$ cat config.mk
export PLATFORM = sky130hd
export DESIGN_NAME = cache_mem_arbiter
export DESIGN_NICKNAME = d
export VERILOG_FILES = /design/src/rtl/cache_arb_pkg.sv /design/src/rtl/cache_mem_arbiter.sv
export SDC_FILE = /design/constraint.sdc
export NUM_CORES = 1
export LEC_CHECK = 0
export ABC_AREA = 1
export ABC_CLOCK_PERIOD_IN_PS = 2790
export CAP_MARGIN = 20
export CELL_PAD_IN_SITES_DETAIL_PLACEMENT = 2
export CELL_PAD_IN_SITES_GLOBAL_PLACEMENT = 2
export CORE_MARGIN = 5
export CORE_UTILIZATION = 21
export CTS_CLUSTER_DIAMETER = 60
export DETAILED_ROUTE_END_ITERATION = 16
export GPL_ROUTABILITY_DRIVEN = 0
export PLACE_DENSITY = 0.81
export SLEW_MARGIN = 15
export SYNTH_ARGS = -nofsm -noshare
export SYNTH_HDL_FRONTEND = slang
export SYNTH_SLANG_ARGS = --single-unit
$ cat constraint.sdc
create_clock -name clk -period 2.79 [get_ports clk]
set_input_delay 0.279 -clock clk [delete_from_list [all_inputs] [get_ports clk]]
set_output_delay 0.279 -clock clk [all_outputs]
set_load 0.02 [all_outputs]
$ cat src/rtl/cache_arb_pkg.sv
// Shared types for the cache/memory arbiter: FSM state encoding and
// read-owner identifiers used to steer returning read beats.
package cache_arb_pkg;

  typedef enum logic [1:0] {
    IDLE      = 2'b00,
    GNT_IC_RD = 2'b01,
    GNT_DC_RD = 2'b10,
    GNT_DC_WR = 2'b11
  } t_arb_state;

  typedef enum logic {
    OWNER_IC = 1'b0,
    OWNER_DC = 1'b1
  } t_owner;

endpackage

$ cat src/rtl/cache_mem_arbiter.sv
// Single-outstanding arbiter sharing the memory burst channel between the I-cache
// and D-cache FSMs. Define CACHE_ARB_ROUND_ROBIN_EN for round-robin between caches.
module cache_mem_arbiter
  import cache_arb_pkg::*;
#(
  parameter int ADDR_WIDTH = 64
) (
  input  logic                  clk,
  input  logic                  arstn,
  input  logic                  i_ic_start_read,
  input  logic [ADDR_WIDTH-1:0] i_ic_addr,
  input  logic                  i_dc_start_read,
  input  logic                  i_dc_start_write,
  input  logic [ADDR_WIDTH-1:0] i_dc_addr,
  input  logic                  i_r_last,
  input  logic                  i_b_resp,
  output logic                  o_start_read,
  output logic                  o_start_write,
  output logic [ADDR_WIDTH-1:0] o_addr,
  output logic                  o_ic_r_last,
  output logic                  o_dc_r_last,
  output logic                  o_dc_b_resp,
  output logic                  o_rd_owner
);

  t_arb_state            state;
  t_arb_state            next_state;
  logic [ADDR_WIDTH-1:0] next_addr;
  logic                  dc_req;
  logic                  dc_wins;

`ifdef CACHE_ARB_ROUND_ROBIN_EN
  t_owner last_owner;
`endif

  assign dc_req = i_dc_start_write | i_dc_start_read;

  // On a tie the D-cache goes first unless round-robin says it had the last turn.
`ifdef CACHE_ARB_ROUND_ROBIN_EN
  assign dc_wins = dc_req & ~(i_ic_start_read & (last_owner == OWNER_DC));
`else
  assign dc_wins = dc_req;
`endif

  always_comb begin
    next_state = state;
    next_addr  = o_addr;
    case (state)
      IDLE: begin
        if (dc_wins) begin
          next_state = i_dc_start_write ? GNT_DC_WR : GNT_DC_RD;
          next_addr  = i_dc_addr;
        end else if (i_ic_start_read) begin
          next_state = GNT_IC_RD;
          next_addr  = i_ic_addr;
        end
      end
      GNT_IC_RD: if (i_r_last) next_state = IDLE;
      GNT_DC_RD: if (i_r_last) next_state = IDLE;
      GNT_DC_WR: if (i_b_resp) next_state = IDLE;
      default:   next_state = IDLE;
    endcase
  end

  // Grant outputs are registered alongside the state so they track it exactly.
  always_ff @(posedge clk or negedge arstn) begin
    if (!arstn) begin
      state         <= IDLE;
      o_addr        <= '0;
      o_start_read  <= 1'b0;
      o_start_write <= 1'b0;
      o_rd_owner    <= 1'b0;
    end else begin
      state         <= next_state;
      o_addr        <= next_addr;
      o_start_read  <= (next_state == GNT_IC_RD) || (next_state == GNT_DC_RD);
      o_start_write <= (next_state == GNT_DC_WR);
      o_rd_owner    <= (next_state == GNT_DC_RD);
    end
  end

`ifdef CACHE_ARB_ROUND_ROBIN_EN
  always_ff @(posedge clk or negedge arstn) begin
    if (!arstn) begin
      last_owner <= OWNER_IC;
    end else if (state == IDLE && next_state != IDLE) begin
      last_owner <= (next_state == GNT_IC_RD) ? OWNER_IC : OWNER_DC;
    end
  end
`endif

  // Completions reach only the owner; anything arriving in the wrong state is dropped.
  assign o_ic_r_last = (state == GNT_IC_RD) & i_r_last;
  assign o_dc_r_last = (state == GNT_DC_RD) & i_r_last;
  assign o_dc_b_resp = (state == GNT_DC_WR) & i_b_resp;

endmodule

**After elaboration in Yosys (flattened, before gate mapping)**

Index checks and enable logic that the tools add are counted.

- Eq/ne operators: 6
- Multiplexer cells: 8
- Bitwise gates (word level): 4
- Reductions and logical operators: 5

Operator list:

| kind | number |
|---|---|
| $mux W64 | 2 |
| $eq A2 B2 Y1 const B | 4 |
| $mux W2 | 4 |
| $pmux W2 S3 | 1 |
| $eq A2 B1 Y1 const B | 2 |
| $and A1 B1 Y1 | 3 |
| $logic_not A2 Y1 | 1 |
| $reduce_and A2 Y1 | 1 |
| $reduce_bool A2 Y1 | 1 |
| $reduce_or A2 Y1 | 1 |
| $logic_or A1 B1 Y1 | 1 |
| $mux W1 | 1 |
| $or A1 B1 Y1 | 1 |

- Flip-flop bits (word level): 69
- Input port bits: 135
- Output and inout port bits: 70
- Logic and storage cells: 28

**Longest topological paths before layout**

Gate-level depths: netlist of the first run.

- Word-level depth: 5
- Gate-level depth with buffers: 8

**Worst setup path after synthesis of the first run**

OpenSTA, ideal clock, no wires.

- Kind: flip-flop to flip-flop
- Start point: register state[0]
- End point: register o_start_read
- Library setup time: 0.113 ns
- Arrival: 1.332 ns
- Setup slack: 1.345 ns
- Cell stages (with the launch flop): 9
- Clock period less this slack: 1.445 ns
- Cell sequence: dfrtp_1 > inv_1 > ha_1 > nand3_1 > nand3_1 > nand2_1 > inv_1 > ha_1 > inv_1

- Longest elaborated chain between the ends: 5
- Elaborated cells between the ends (all ways): 13

RTL lines:

| item | line | RTL |
|---|---|---|
| start, declared | cache_mem_arbiter.sv:26 | `t_arb_state state;` |
| start signal, assigned | cache_mem_arbiter.sv:74 | `state <= next_state;` |
| $eq A2 B1 Y1, or another cell as far along | cache_mem_arbiter.sv:48 | `case (state)` |
| $reduce_or A2 Y1 (no source line) / $mux W2 (equally long branches) | - |  |
| $pmux W2 S3 (*) | cache_mem_arbiter.sv:48 |  |
| $eq A2 B1 Y1 / $eq A2 B2 Y1 (equally long branches) | cache_mem_arbiter.sv:76 | `o_start_read <= (next_state == GNT_IC_RD) \|\| (next_state == GNT_DC_RD);` |
| $logic_or A1 B1 Y1 (*) | cache_mem_arbiter.sv:76 |  |
| end signal, assigned | cache_mem_arbiter.sv:76 |  |
| end, declared | cache_mem_arbiter.sv:17 | `output logic o_start_read,` |

Mark *: on every way between the ends. The rest lies on a longest branch, timed or not.
A chain may end at the register's enable or synchronous reset.

**Final worst setup path of the first run**

- Start point: register state[0]
- End point: output o_dc_r_last

- Longest elaborated chain between the ends: 2

RTL lines:

| item | line | RTL |
|---|---|---|
| $eq A2 B2 Y1 | cache_mem_arbiter.sv:94 | `assign o_dc_r_last = (state == GNT_DC_RD) & i_r_last;` |
| $and A1 B1 Y1 | cache_mem_arbiter.sv:94 |  |
| end, declared | cache_mem_arbiter.sv:21 | `output logic o_dc_r_last,` |

No other way between the ends.

==> results, run 1 <==
- The run finished with clean final reports.
- For this design the ratio of total power to cell area is about 960 nW/um^2.
- The detailed router finished its first iteration with 89 violations.
- The area of the core is approximately 18000 sq um.
- Synthesis produced a netlist with a net count of 668.
- The clock drives between 60 and 70 sinks.
- The overall fraction of global-route tracks in use is between 10 and 15%.
- The complex-gate fraction of the synthesized area is around 17%.
- The smallest clock period supported by the final layout is computed as 2.046 ns.
- The number of buffers created by CTS is 9.
- The clock input transition at the sequential cells of the worst setup and hold paths is around 0.060 ns.
- The tree is rooted in a sky130_fd_sc_hd__clkbuf_16.
- Once the floorplan was initialized, standard cells occupied around a fifth of the core.
- Derived from the worst setup path, the maximum achievable clock frequency is around 0.49 GHz.
- The detail route stage leaves a number of antenna-violating nets equal to 0.
- The via density per instance is ~4.4.
- Data arrives at the worst endpoint at around 1.8 ns.
- The total count of max-transition violations in the final report is 0.
- The final cell utilization of the core is between 30% and 40%.
- The final critical-path share of the clock period is 73.33%.
- Multiplexer cells account for 0% of the synthesized area.
- The post-detailed-route wirelength per cell is about 16 um.
- The number of ports placed on the die boundary is slightly above 200.
- The final global-route overflow total is 0.
- The worst setup path is launched from a flip-flop.
- The post-synthesis share of cell area spent on xor and xnor gates is 0%.
- The type of the worst setup path is flip-flop to output port.
- The average instance in the mapped netlist occupies a little over 7 sq um.
- The tool flagged a number of max-cap violations equal to 0.
- The fraction of layout cells with a size suffix above 1 is 3.347%.
- From bottom edge to top edge, the die measures around 140 um.
- The first global-routing pass estimated ~24000 um of wire.
- The count of state elements after synthesis is 69.
- Entering global routing, the biggest net connects 70 pins.
- The normalized max-slew margin is 40.15%.
- The cell area after synthesis is around 3800 sq um.
- The aggregate routed wire length is between 15000 and 20000 um.
- The area share of and/or/nand/nor cells after synthesis is about a fifth.
- The instance count of the mapped netlist is around 530.
- After detailed routing, the number of remaining DRC violations is 0.
- The maximum vdd ir drop is a little over 0.0004 V.
- The number of buffers inserted by post-CTS setup repair is 0.
- The net count of the finished layout is around 850.
- Synthesis instantiated 14 different standard cells from the library.
- The synthesis-to-finish area growth is 64.50%.
- The synthesized netlist devotes between 1.5 and 2% of its cell area to adder and majority cells.
- Setup violations remaining at the end of the flow were counted as 0.
- For the pin with the worst max-slew slack, the measured transition is between 0.8 and 0.9 ns.
- At the worst endpoint, the required time is around 2.5 ns.
- The type of the most critical hold path is input port to async pin.
- The half-perimeter wire length of the detailed placement result is about 12000 um.
- Setup repair after global routing left no endpoint under its margin.
- After synthesis, the largest family of logic cells by area is simple AND/OR/NAND/NOR gates.
- The buffer depth of the longest clock path is 2.
- The number of warnings printed during yosys synthesis is 0.
- The number of antenna violations at the first check in global routing is 0.
- The clock latency on the worst-skew pair is roughly 0.33 ns.
- Between clock sinks in the finished design, the worst skew comes to around 0.0047 ns.
- The nature of the critical path endpoint is an output port.
- The setup total negative slack is 0 ns.
- Along the worst path, the maximum fanout reaches 6.
- Row generation in the floorplan step produced 49 rows.
- The die covers roughly 21000 sq um.
- The total number of vias is approximately 4100.
- The number of resized instances in the post-cts repair step is 0.
- From left edge to right edge, the die measures 144.1 um.
- Summed over all cells, the static leakage comes to approximately 2.8 nW.
- In this run, post-CTS hold repair placed 0 buffers.
- Input and output buffers added on the ports amount to 204.
- The number of global-route vias before repair is between 4000 and 5000.
- The fraction of the yosys area taken by sequential cells is a little under half.
- The tightest hold margin is ~0.066 ns.
- By area the synthesized netlist is led by sky130_fd_sc_hd__dfrtp_1 (46%), sky130_fd_sc_hd__nand2_1 (20%), sky130_fd_sc_hd__o21ai_1 (10%), sky130_fd_sc_hd__inv_1 (7.8%), sky130_fd_sc_hd__o21ai_0 (6.6%).
- The final count of hold timing violations came to 0.
- The TritonCTS clock tree is done.
- The deepest level of the CTS H-tree is 3.
- The share of synthesized area in the top cell type comes to around 46%.
- Summed over all instances, the cell type with the most area after synthesis is sky130_fd_sc_hd__dfrtp_1.
- The first detailed-routing pass took 4 iterations.
synthesized netlist by cell type:
| cell type | n |
|---|---|
| sky130_fd_sc_hd__nand2_1 | 200 |
| sky130_fd_sc_hd__o21ai_1 | 79 |
| sky130_fd_sc_hd__inv_1 | 78 |
| sky130_fd_sc_hd__dfrtp_1 | 69 |
| sky130_fd_sc_hd__o21ai_0 | 50 |
| sky130_fd_sc_hd__buf_2 | 10 |
| sky130_fd_sc_hd__clkbuf_1 | 10 |
| sky130_fd_sc_hd__buf_4 | 9 |
| sky130_fd_sc_hd__nand3_1 | 7 |
| sky130_fd_sc_hd__buf_6 | 6 |
| sky130_fd_sc_hd__ha_1 | 6 |
| sky130_fd_sc_hd__a21boi_2 | 1 |
| sky130_fd_sc_hd__nor2_1 | 1 |
| sky130_fd_sc_hd__nor2_4 | 1 |
worst max-delay path, cell delays in order, from the launching register on:
cell and delay [ns]:
sky130_fd_sc_hd__dfrtp_1 0.44, sky130_fd_sc_hd__inv_1 0.14, sky130_fd_sc_hd__ha_1 0.16, sky130_fd_sc_hd__nand2_1 0.06, sky130_fd_sc_hd__inv_1 0.05, sky130_fd_sc_hd__clkdlybuf4s50_1 0.60
metrics by stage:
stage,total power [mW],instance area (sq um),cells,setup slack [ns]
finish,5.973,6210,947,0.7440
global route,6.424,6207,946,0.5896
CTS,6.126,6207,946,0.7047
detailed placement,4.922,5913,930,0.8112
global placement,4.763,5913,930,0.9169
floorplan,3.383,3775,527,1.345
power by group:
part           leakage (nW)  internal (mW)  switching [mW]  total (mW)
clock                 0.143          0.714           0.426        1.14
sequential            0.855           1.49           0.280        1.77
combinational          1.85           1.33            1.73        3.06
sequential cells by signal, indices dropped and copies added, names as in the netlist:
register	flops
o_addr	64
o_rd_owner	1
o_start_read	1
o_start_write	1
state	2
path summary, 6_finish.rpt:
check / startpoint / endpoint / slack, ns / depth (start not counted)
worst max-delay path: state[0]$_DFF_PN0_ / o_dc_r_last / 0.74 / 5
worst min-delay path: arstn / o_rd_owner$_DFF_PN0_ / 0.07 / 1
worst max register to register: state[0]$_DFF_PN0_ / o_addr[17]$_DFFE_PN0P_ / 0.99 / 6
worst min register to register: o_addr[35]$_DFFE_PN0P_ / o_addr[35]$_DFFE_PN0P_ / 0.52 / 2
max in group asynchronous: arstn / o_addr[9]$_DFFE_PN0P_ / 2.13 / 1
min in group clk: i_dc_start_read / o_addr[52]$_DFFE_PN0P_ / 0.47 / 6
area by class of cell:
cell class	count	area [sq um]
fill	2069	11630
timing repair buffer	209	2067
sequential	69	1727
multi-input combinational	345	1540
inverter	78	292.8
tap	229	286.5
clock buffer	12	246.5
clock inverter	4	47.55
antenna	1	2.502
routing by layer:
layer	vias up	routed length [um]	global-route usage, %
met4	0	367	6.244
met5	-	0	0
met3	20	716	2.679
li1	1997	-	-
met1	2021	6010	16.59
met2	96	8514	27.68
cells in the final DEF, fill, tap and decap left out:
cell / n
sky130_fd_sc_hd__o21ai_0: 50
sky130_fd_sc_hd__clkbuf_1: 2
sky130_fd_sc_hd__nand2_1: 200
sky130_fd_sc_hd__buf_4: 6
sky130_fd_sc_hd__nor2_4: 1
sky130_fd_sc_hd__a21boi_4: 1
sky130_fd_sc_hd__ha_1: 6
sky130_fd_sc_hd__diode_2: 1
sky130_fd_sc_hd__inv_1: 78
sky130_fd_sc_hd__o21ai_1: 79
sky130_fd_sc_hd__clkbuf_8: 1
sky130_fd_sc_hd__buf_2: 2
sky130_fd_sc_hd__dfrtp_1: 69
sky130_fd_sc_hd__clkinvlp_4: 1
sky130_fd_sc_hd__clkinv_2: 2
sky130_fd_sc_hd__bufinv_16: 1
sky130_fd_sc_hd__clkdlybuf4s50_1: 201
sky130_fd_sc_hd__nor2_1: 1
sky130_fd_sc_hd__nand3_1: 7
sky130_fd_sc_hd__clkbuf_16: 9
cells by family (layout without fill, tap and decap cells):
logic type	count (synthesis)	after routing
other cells	0	1
fa+ha+maj	6	6
simple gates	209	209
buf+inv	113	303
flops	69	69
compound gates	130	130
Power figures use the tool's default switching activity.
==> run 2, diff against run 1 <==
Settings changed: ABC_CLOCK_PERIOD_IN_PS 2790 to 1900, CORE_UTILIZATION 21 to 20, PLACE_DENSITY 0.81 to 0.77.
Clock period 2.79 ns to 1.9 ns, I/O delays scaled along.
==> run 2 against run 1 <==
- non-clock buffer count rose by 4
- sequential power rose by 46%
- worst setup slack got worse by 0.54 ns
- register-to-register slack got worse by 0.73 ns
- highest routed layer unchanged
- combinational power rose by 50%
- hold slack improved by 0.28 ns
- final cell count rose by 0.84%
- design area rose by 2.2%
==> results, run 2 (synthesis gave the netlist of run 1 again) <==
- Run status: complete, no violations (unchanged).
- The post-detailed-route wirelength per cell is 15.91 um (was 16.48 um).
- The nature of the critical path endpoint is an output port (unchanged).
- The final count of hold timing violations came to 0 (unchanged).
- The final cell utilization of the core came to 34.05% (was 34.81%).
- The type of the most critical hold path is input port to async pin (unchanged).
- Ordered cell list for the critical path: inv_1 > ha_1 > nand2_1 > inv_1 > dlygate4sd2_1 (was inv_1 > ha_1 > nand2_1 > inv_1 > clkdlybuf4s50_1).
- The placed instance count is 938 (was 930).
- The total number of vias is 4129 (was 4134).
- The first-pass iteration count of the detailed router is 4 (unchanged).
- The number of ports placed on the die boundary is 205 (unchanged).
- The most common library cell in the layout ignoring fill and taps is sky130_fd_sc_hd__nand2_1 (was sky130_fd_sc_hd__clkdlybuf4s50_1).
- The DRC marker count from the first detailed-route iteration is 94 (was 89).
- The cell seen most often among critical-path stages is sky130_fd_sc_hd__inv_1 (unchanged).
- The maximum vdd ir drop is 0.0007697 V (was 0.0004157 V).
- The pin count of the biggest net entering global routing was 71 (was 70).
- The wire length of the first global-routing pass came to 24810 um (was 24310 um).
- The clock skew is 0.005517 ns (was 0.004681 ns).
- The half-perimeter wire length of the detailed placement result is 11910 um (was 11820 um).
- The final standard cell area without fillers is 6347 sq um (was 6210 sq um).
- The tightest hold margin is 0.3441 ns (was 0.06610 ns).
- The initial core utilization is 20.25% (was 21.16%).
- The number of global-route vias before repair is 4725 (was 4688).
- The final global-route overflow total is 0 (unchanged).
- The cell area after placement came to 5992 sq um (was 5913 sq um).
- The maximum cell stage delay along the critical path is 0.44 ns (was 0.60 ns).
- The buffer depth of the longest clock path is 2 (unchanged).
- The count of max-cap constraint violations is 0 (unchanged).
- The number of placement rows is 50 (was 49).
- The relative contribution of combinational cells to total power is 50.2% (was 51.3%).
- The clock input transition at the sequential cells of the worst setup and hold paths is 0.05 ns (was 0.06 ns).
- The overall fraction of global-route tracks in use is 14.09% (was 14.89%).
- The clock sink count is 69 (unchanged).
- Unrepaired setup endpoints after global routing: false (unchanged).
- The peak fanout along the critical path came to 6 (unchanged).
- The minimum setup slack in the final design was 0.2079 ns (was 0.7440 ns).
- The setup slack after placement is 0.2480 ns (was 0.8112 ns).
- The synthesis-to-finish area growth is 68.15% (was 64.50%).
- The number of flip-flops in the largest register is 64 (unchanged).
- The startpoint of the worst register-to-register path is state[0]$_DFF_PN0_ (unchanged).
- The internal power was 5.519 mW (was 3.537 mW).
- The number of nets with antenna violations after detailed routing is 0 (unchanged).
- The power per unit of standard cell area is 1436 nW/um^2 (was 962.0 nW/um^2).
- The count of input and output buffers is 204 (unchanged).
- The total count of max-transition violations in the final report is 0 (unchanged).
- The setup slack of the worst register-to-register path is 0.26 ns (was 0.99 ns).
- Most frequent cells in the layout: sky130_fd_sc_hd__nand2_1 (200), sky130_fd_sc_hd__clkdlybuf4s50_1 (198), sky130_fd_sc_hd__o21ai_1 (79) (was sky130_fd_sc_hd__clkdlybuf4s50_1 (201), sky130_fd_sc_hd__nand2_1 (200), sky130_fd_sc_hd__o21ai_1 (79)).
- The final-stage net count is 857 (was 853).
- The total power came to 9.116 mW (was 5.973 mW).
- The number of buffers inserted by post-CTS setup repair was 0 (unchanged).
- The via density per instance is 4.324 (was 4.365).
- Of the available clock period, the critical path in the final layout requires between 80 and 90%.
- The number of fill cells came to 2113 (was 2069).
- The type of the worst setup path is flip-flop to output port (unchanged).
- The endpoint of the worst register-to-register path is o_start_read$_DFF_PN0_ (was o_addr[17]$_DFFE_PN0P_).
- The type of element launching the critical path is a flip-flop (unchanged).
- The floorplan die area was 21720 sq um (was 20760 sq um).
- The die width came to 147.4 um (was 144.1 um).
- The deepest level of the CTS H-tree is 3 (unchanged).
- The fraction of layout cells with a size suffix above 1 came to 4.022% (was 3.347%).
- The cell class contributing the biggest share of worst-path delay is buffers and inverters (unchanged).
- The number of buffers created by CTS was 9 (unchanged).
- The count of placed standard cells in the final layout, fillers left out is 955 (was 947).
- The setup total negative slack is 0 ns (unchanged).
- The clock latency on the worst-skew pair came to 0.33 ns (about the same).
- The count of endpoints failing setup in the final report is 0 (unchanged).
- The required time at the worst-slack endpoint is 1.71 ns (was 2.51 ns).
- The area of the core is 18640 sq um (was 17840 sq um).
- The register containing the most flip-flops in the final layout is o_addr (unchanged).
- The library cell used as clock root buffer is sky130_fd_sc_hd__clkbuf_16 (unchanged).
- The normalized max-slew margin is 63.87% (was 40.15%).
- The power share of the sequential group is 28.4% (was 29.6%).
- The switching share of total power is 39.46% (was 40.78%).
- The count of inserted antenna diode cells came to 0 (was 1).
- The reported net switching power is 3.597 mW (was 2.436 mW).
- Static timing analysis puts the maximum clock frequency at a little under 0.6 GHz.
- The portion of total power attributed to the clock network is 21.4% (was 19.1%).
- The floorplan die height is 147.4 um (was 144.1 um).
- Counting I/O delays and the setup requirement, the final critical path takes about 1.7 ns.
- Largest registers: o_addr: 64 flops, state: 2 flops (unchanged).
- The cell with the biggest individual delay on the critical path is sky130_fd_sc_hd__dfrtp_1 (was sky130_fd_sc_hd__clkdlybuf4s50_1).
- The aggregate routed wire length is 15190 um (was 15610 um).
- The TritonCTS clock tree is done (unchanged).
- The static leakage power was 2.915 nW (was 2.845 nW).
- The number of cells traversed by the worst register-to-register path is 8 (was 6).
- The DRC violation count after routing was 0 (unchanged).
- The number of antenna violations at the first check in global routing is 0 (unchanged).
- The buffering stage count on the worst path with inverters included came to 3 (unchanged).
- The worst-margin pin slew is 0.5419 ns (was 0.8977 ns).
- The arrival time of the worst setup path is 1.50 ns (was 1.77 ns).
## run 2: power by group through the flow
stage / combinational [mW] / clock, mW / sequential [mW]
4_1_cts: 4.71 / 2.03 / 2.61
3_5_place_dp: 4.68 / 0 / 2.63
3_3_place_gp: 4.52 / 0 / 2.57
2_1_floorplan: 1.57 / 0 / 3.40
5_1_grt: 5.01 / 2.08 / 2.68
6_report: 4.58 / 1.95 / 2.59
## run 2: layer usage
layer,up-vias,part of all wire (%),global-route usage (%)
met2,99,54,26.38
met1,2013,40,15.56
met5,-,0,0
li1,2001,-,-
met3,16,4.9,3.250
met4,0,1.8,4.986
## run 2: worst reg2reg max path, delay by kind of cell, from the launching register on
kind	cells	cell delay (ns)
fa+ha+maj	2	0.60
simple gates	3	0.28
flops	1	0.44
buf+inv	3	0.22
## run 2: worst max path at each step
stage,cells after the start,slack (ns),start,to
finish,5,0.21,state[0]$_DFF_PN0_,o_dc_r_last
global route,5,0.09,state[0]$_DFF_PN0_,o_dc_r_last
CTS,5,0.17,state[0]$_DFF_PN0_,o_dc_r_last
detailed placement,8,0.25,state[0]$_DFF_PN0_,o_start_read$_DFF_PN0_
global placement,4,0.32,i_r_last,o_ic_r_last
floorplan,8,0.46,state[0]$_DFF_PN0_,o_start_read$_DFF_PN0_
## run 2: repair_timing
item	4_1_cts	5_1_grt
gates resized for setup	3	0
hold buffers	1	0
endpoints found under the hold margin	30	0
endpoints found under the setup margin	3	0
## run 2: cell type report
| cell class | count | area, sq um | share of cell area [%] |
|---|---|---|---|
| inverters | 78 | 292.8 | 4.613 |
| multi-input cells | 345 | 1540 | 24.27 |
| clock inverters | 6 | 110.1 | 1.735 |
| repair buffers | 213 | 2146 | 33.81 |
| well taps | 234 | 292.8 | 4.613 |
| flip-flops and latches | 69 | 1727 | 27.20 |
| clock buffers | 10 | 239.0 | 3.765 |
==> run 3, diff against run 2 <==
Settings changed: ABC_CLOCK_PERIOD_IN_PS 1900 to 2150, CORE_UTILIZATION 20 to 21, PLACE_DENSITY 0.77 to 0.81.
Clock period 1.9 ns to 2.15 ns, I/O delays scaled along.
==> run 3 against run 2 <==
- sequential share of layout area grew 0.47 points
- utilization up 0.93 points
- die area down 4.4%
- combinational power is 11% lower
- clock power decreased by 25%
- design area decreased by 1.7%
- sequential cell count is the same
- global-route usage grew 0.47 points
- non-clock buffer count fell by 3
- register-to-register slack improved by 0.24 ns
- highest routed layer unchanged
==> results, run 3 (synthesis gave the netlist of run 1 again) <==
- The maximum vdd ir drop is 0.0005380 V (was 0.0007697 V).
- The cell area after placement is 5946 sq um (was 5992 sq um).
- The final cell utilization of the core is 34.97% (was 34.05%).
- The number of buffers created by CTS is 9 (unchanged).
- The aggregate routed wire length is 15420 um (was 15190 um).
- The number of antenna violations at the first check in global routing came to 0 (unchanged).
- The minimum setup slack in the final design is 0.1338 ns (was 0.2079 ns).
- The required time at the worst-slack endpoint is 1.93 ns (was 1.71 ns).
- The pin count of the biggest net entering global routing is 70 (was 71).
- The number of buffers inserted by post-CTS setup repair came to 0 (unchanged).
- Unrepaired setup endpoints after global routing: false (unchanged).
- The DRC violation count after routing is 0 (unchanged).
- The setup slack of the worst register-to-register path is 0.50 ns (was 0.26 ns).
- The total power is 7.823 mW (was 9.116 mW).
- The final global-route overflow total was 0 (unchanged).
- The first-pass iteration count of the detailed router was 4 (unchanged).
- The type of the most critical hold path is input port to async pin (unchanged).
- The normalized max-slew margin is 38.64% (was 63.87%).
- The number of resized instances in the post-cts repair step was 0 (was 3).
- The wire length of the first global-routing pass came to 23890 um (was 24810 um).
- The endpoint of the worst register-to-register path was o_start_read$_DFF_PN0_ (unchanged).
- The clock input transition at the sequential cells of the worst setup and hold paths is 0.06 ns (was 0.05 ns).
- The clock skew is 0.005427 ns (was 0.005517 ns).
- The area of the core is 17840 sq um (was 18640 sq um).
- The final critical path time including I/O delays and setup is slightly above 2 ns.
- The floorplan die area came to 20760 sq um (was 21720 sq um).
- Based on the critical path, the design can be clocked at up to ~0.50 GHz.
- The register containing the most flip-flops in the final layout is o_addr (unchanged).
- The die width is 144.1 um (was 147.4 um).
- The startpoint of the worst register-to-register path is state[1]$_DFF_PN0_ (was state[0]$_DFF_PN0_).
- The worst setup path startpoint was state[1]$_DFF_PN0_ (was state[0]$_DFF_PN0_).
- The buffer depth of the longest clock path came to 2 (unchanged).
- The arrival time of the worst setup path is 1.80 ns (was 1.50 ns).
- The deepest level of the CTS H-tree came to 3 (unchanged).
- The total count of max-transition violations in the final report is 0 (unchanged).
- The initial core utilization came to 21.16% (was 20.25%).
- The number of nets with antenna violations after detailed routing is 0 (unchanged).
- Largest registers: o_addr: 64 flops, state: 2 flops (unchanged).
- The number of cells traversed by the worst register-to-register path was 8 (unchanged).
- The tightest hold margin is 0.005748 ns (was 0.3441 ns).
- Most frequent cells in the layout: sky130_fd_sc_hd__clkdlybuf4s50_1 (201), sky130_fd_sc_hd__nand2_1 (200), sky130_fd_sc_hd__o21ai_1 (79) (was sky130_fd_sc_hd__nand2_1 (200), sky130_fd_sc_hd__clkdlybuf4s50_1 (198), sky130_fd_sc_hd__o21ai_1 (79)).
- The floorplan die height is 144.1 um (was 147.4 um).
- Dividing the final minimum period by the clock period gives 93.78%.
- The post-detailed-route wirelength per cell is 16.28 um (was 15.91 um).
- The static leakage power is 2.858 nW (was 2.915 nW).
- The number of flip-flops in the largest register came to 64 (unchanged).
- The power per unit of standard cell area is 1254 nW/um^2 (was 1436 nW/um^2).
- The final standard cell area without fillers is 6240 sq um (was 6347 sq um).
- The count of max-cap constraint violations is 0 (unchanged).
- The count of endpoints failing setup in the final report is 0 (unchanged).
- The final count of hold timing violations is 0 (unchanged).
- The most common library cell in the layout ignoring fill and taps is sky130_fd_sc_hd__clkdlybuf4s50_1 (was sky130_fd_sc_hd__nand2_1).
- The clock sink count came to 69 (unchanged).
- The nature of the critical path endpoint is an output port (unchanged).
- The library cell used as clock root buffer is sky130_fd_sc_hd__clkbuf_16 (unchanged).
- Run status: complete, no violations (unchanged).
- The count of placed standard cells in the final layout, fillers left out is 947 (was 955).
- The clock latency on the worst-skew pair is 0.33 ns (about the same).
- The hold buffer count at CTS is 0 (was 1).
- The type of the worst setup path is flip-flop to output port (unchanged).
- The synthesis-to-finish area growth is 65.30% (was 68.15%).
- The count of input and output buffers is 204 (unchanged).
- The setup slack after placement came to 0.4353 ns (was 0.2480 ns).
- The number of placement rows was 49 (was 50).
- The setup total negative slack came to 0 ns (unchanged).
- The worst-margin pin slew is 0.9204 ns (was 0.5419 ns).
- The type of element launching the critical path is a flip-flop (unchanged).
- The final-stage net count is 854 (was 857).
- The TritonCTS clock tree is done (unchanged).
- The DRC marker count from the first detailed-route iteration is 96 (was 94).
- The via density per instance is 4.417 (was 4.324).
- The capture point of the worst path is o_ic_r_last (was o_dc_r_last).
- The number of global-route vias before repair is 4847 (was 4725).
- The count of inserted antenna diode cells was 0 (unchanged).
- The peak fanout along the critical path came to 6 (unchanged).
- The total number of vias is 4183 (was 4129).
- The overall fraction of global-route tracks in use is 14.55% (was 14.09%).
- The fraction of layout cells with a size suffix above 1 is 3.482% (was 4.022%).
- The placed instance count came to 931 (was 938).
- The half-perimeter wire length of the detailed placement result is 11800 um (was 11910 um).
- The number of ports placed on the die boundary came to 205 (unchanged).
[run 3: cell count changes in the layout (fill, tap and decap cells not counted)]
cell,previous run,this run
sky130_fd_sc_hd__clkdlybuf4s50_1,198,201
sky130_fd_sc_hd__dlygate4sd2_1,3,0
sky130_fd_sc_hd__buf_12,4,2
sky130_fd_sc_hd__bufinv_16,3,1
sky130_fd_sc_hd__clkbuf_1,0,2
sky130_fd_sc_hd__clkinv_2,1,2
sky130_fd_sc_hd__clkinvlp_4,2,1
sky130_fd_sc_hd__dlygate4sd3_1,1,0
[run 3: cell type report]
class                   instances  area, sq um
repair buffers                210         2100
fillers                      2054        11600
flip-flops and latches         69         1727
well taps                     229        286.5
inverters                      78        292.8
clock inverters                 4        47.55
multi-input cells             345         1540
clock buffers                  12        246.5
[run 3: worst min path at each step]
| stage | slack (ns) | from | end |
|---|---|---|---|
| floorplan | -0.08 | arstn | o_addr[0]$_DFFE_PN0P_ |
| global placement | 0.40 | arstn | o_rd_owner$_DFF_PN0_ |
| detailed placement | 0.42 | arstn | o_start_read$_DFF_PN0_ |
| CTS | 0.05 | arstn | o_start_read$_DFF_PN0_ |
| global route | 0.09 | arstn | o_addr[56]$_DFFE_PN0P_ |
| finish | 0.006 | arstn | o_addr[56]$_DFFE_PN0P_ |
[run 3: layer usage]
layer	GRT usage [%]	part of all wire, %	up-vias
li1	-	-	1997
met1	14.89	37	2077
met2	29.18	56	94
met3	2.712	5.2	15
met4	4.906	1.7	0
met5	0	0	-
[run 3: power by group]
group          switching [mW]  internal, mW
Sequential              0.364          1.93
Combinational            2.27          1.78
Clock                   0.544         0.926
[run 3: critical path: stages (launching register included)]
cell and delay, ns:
sky130_fd_sc_hd__dfrtp_1 0.45, sky130_fd_sc_hd__inv_1 0.14, sky130_fd_sc_hd__ha_1 0.17, sky130_fd_sc_hd__nand2_1 0.06, sky130_fd_sc_hd__inv_1 0.05, sky130_fd_sc_hd__clkdlybuf4s50_1 0.60
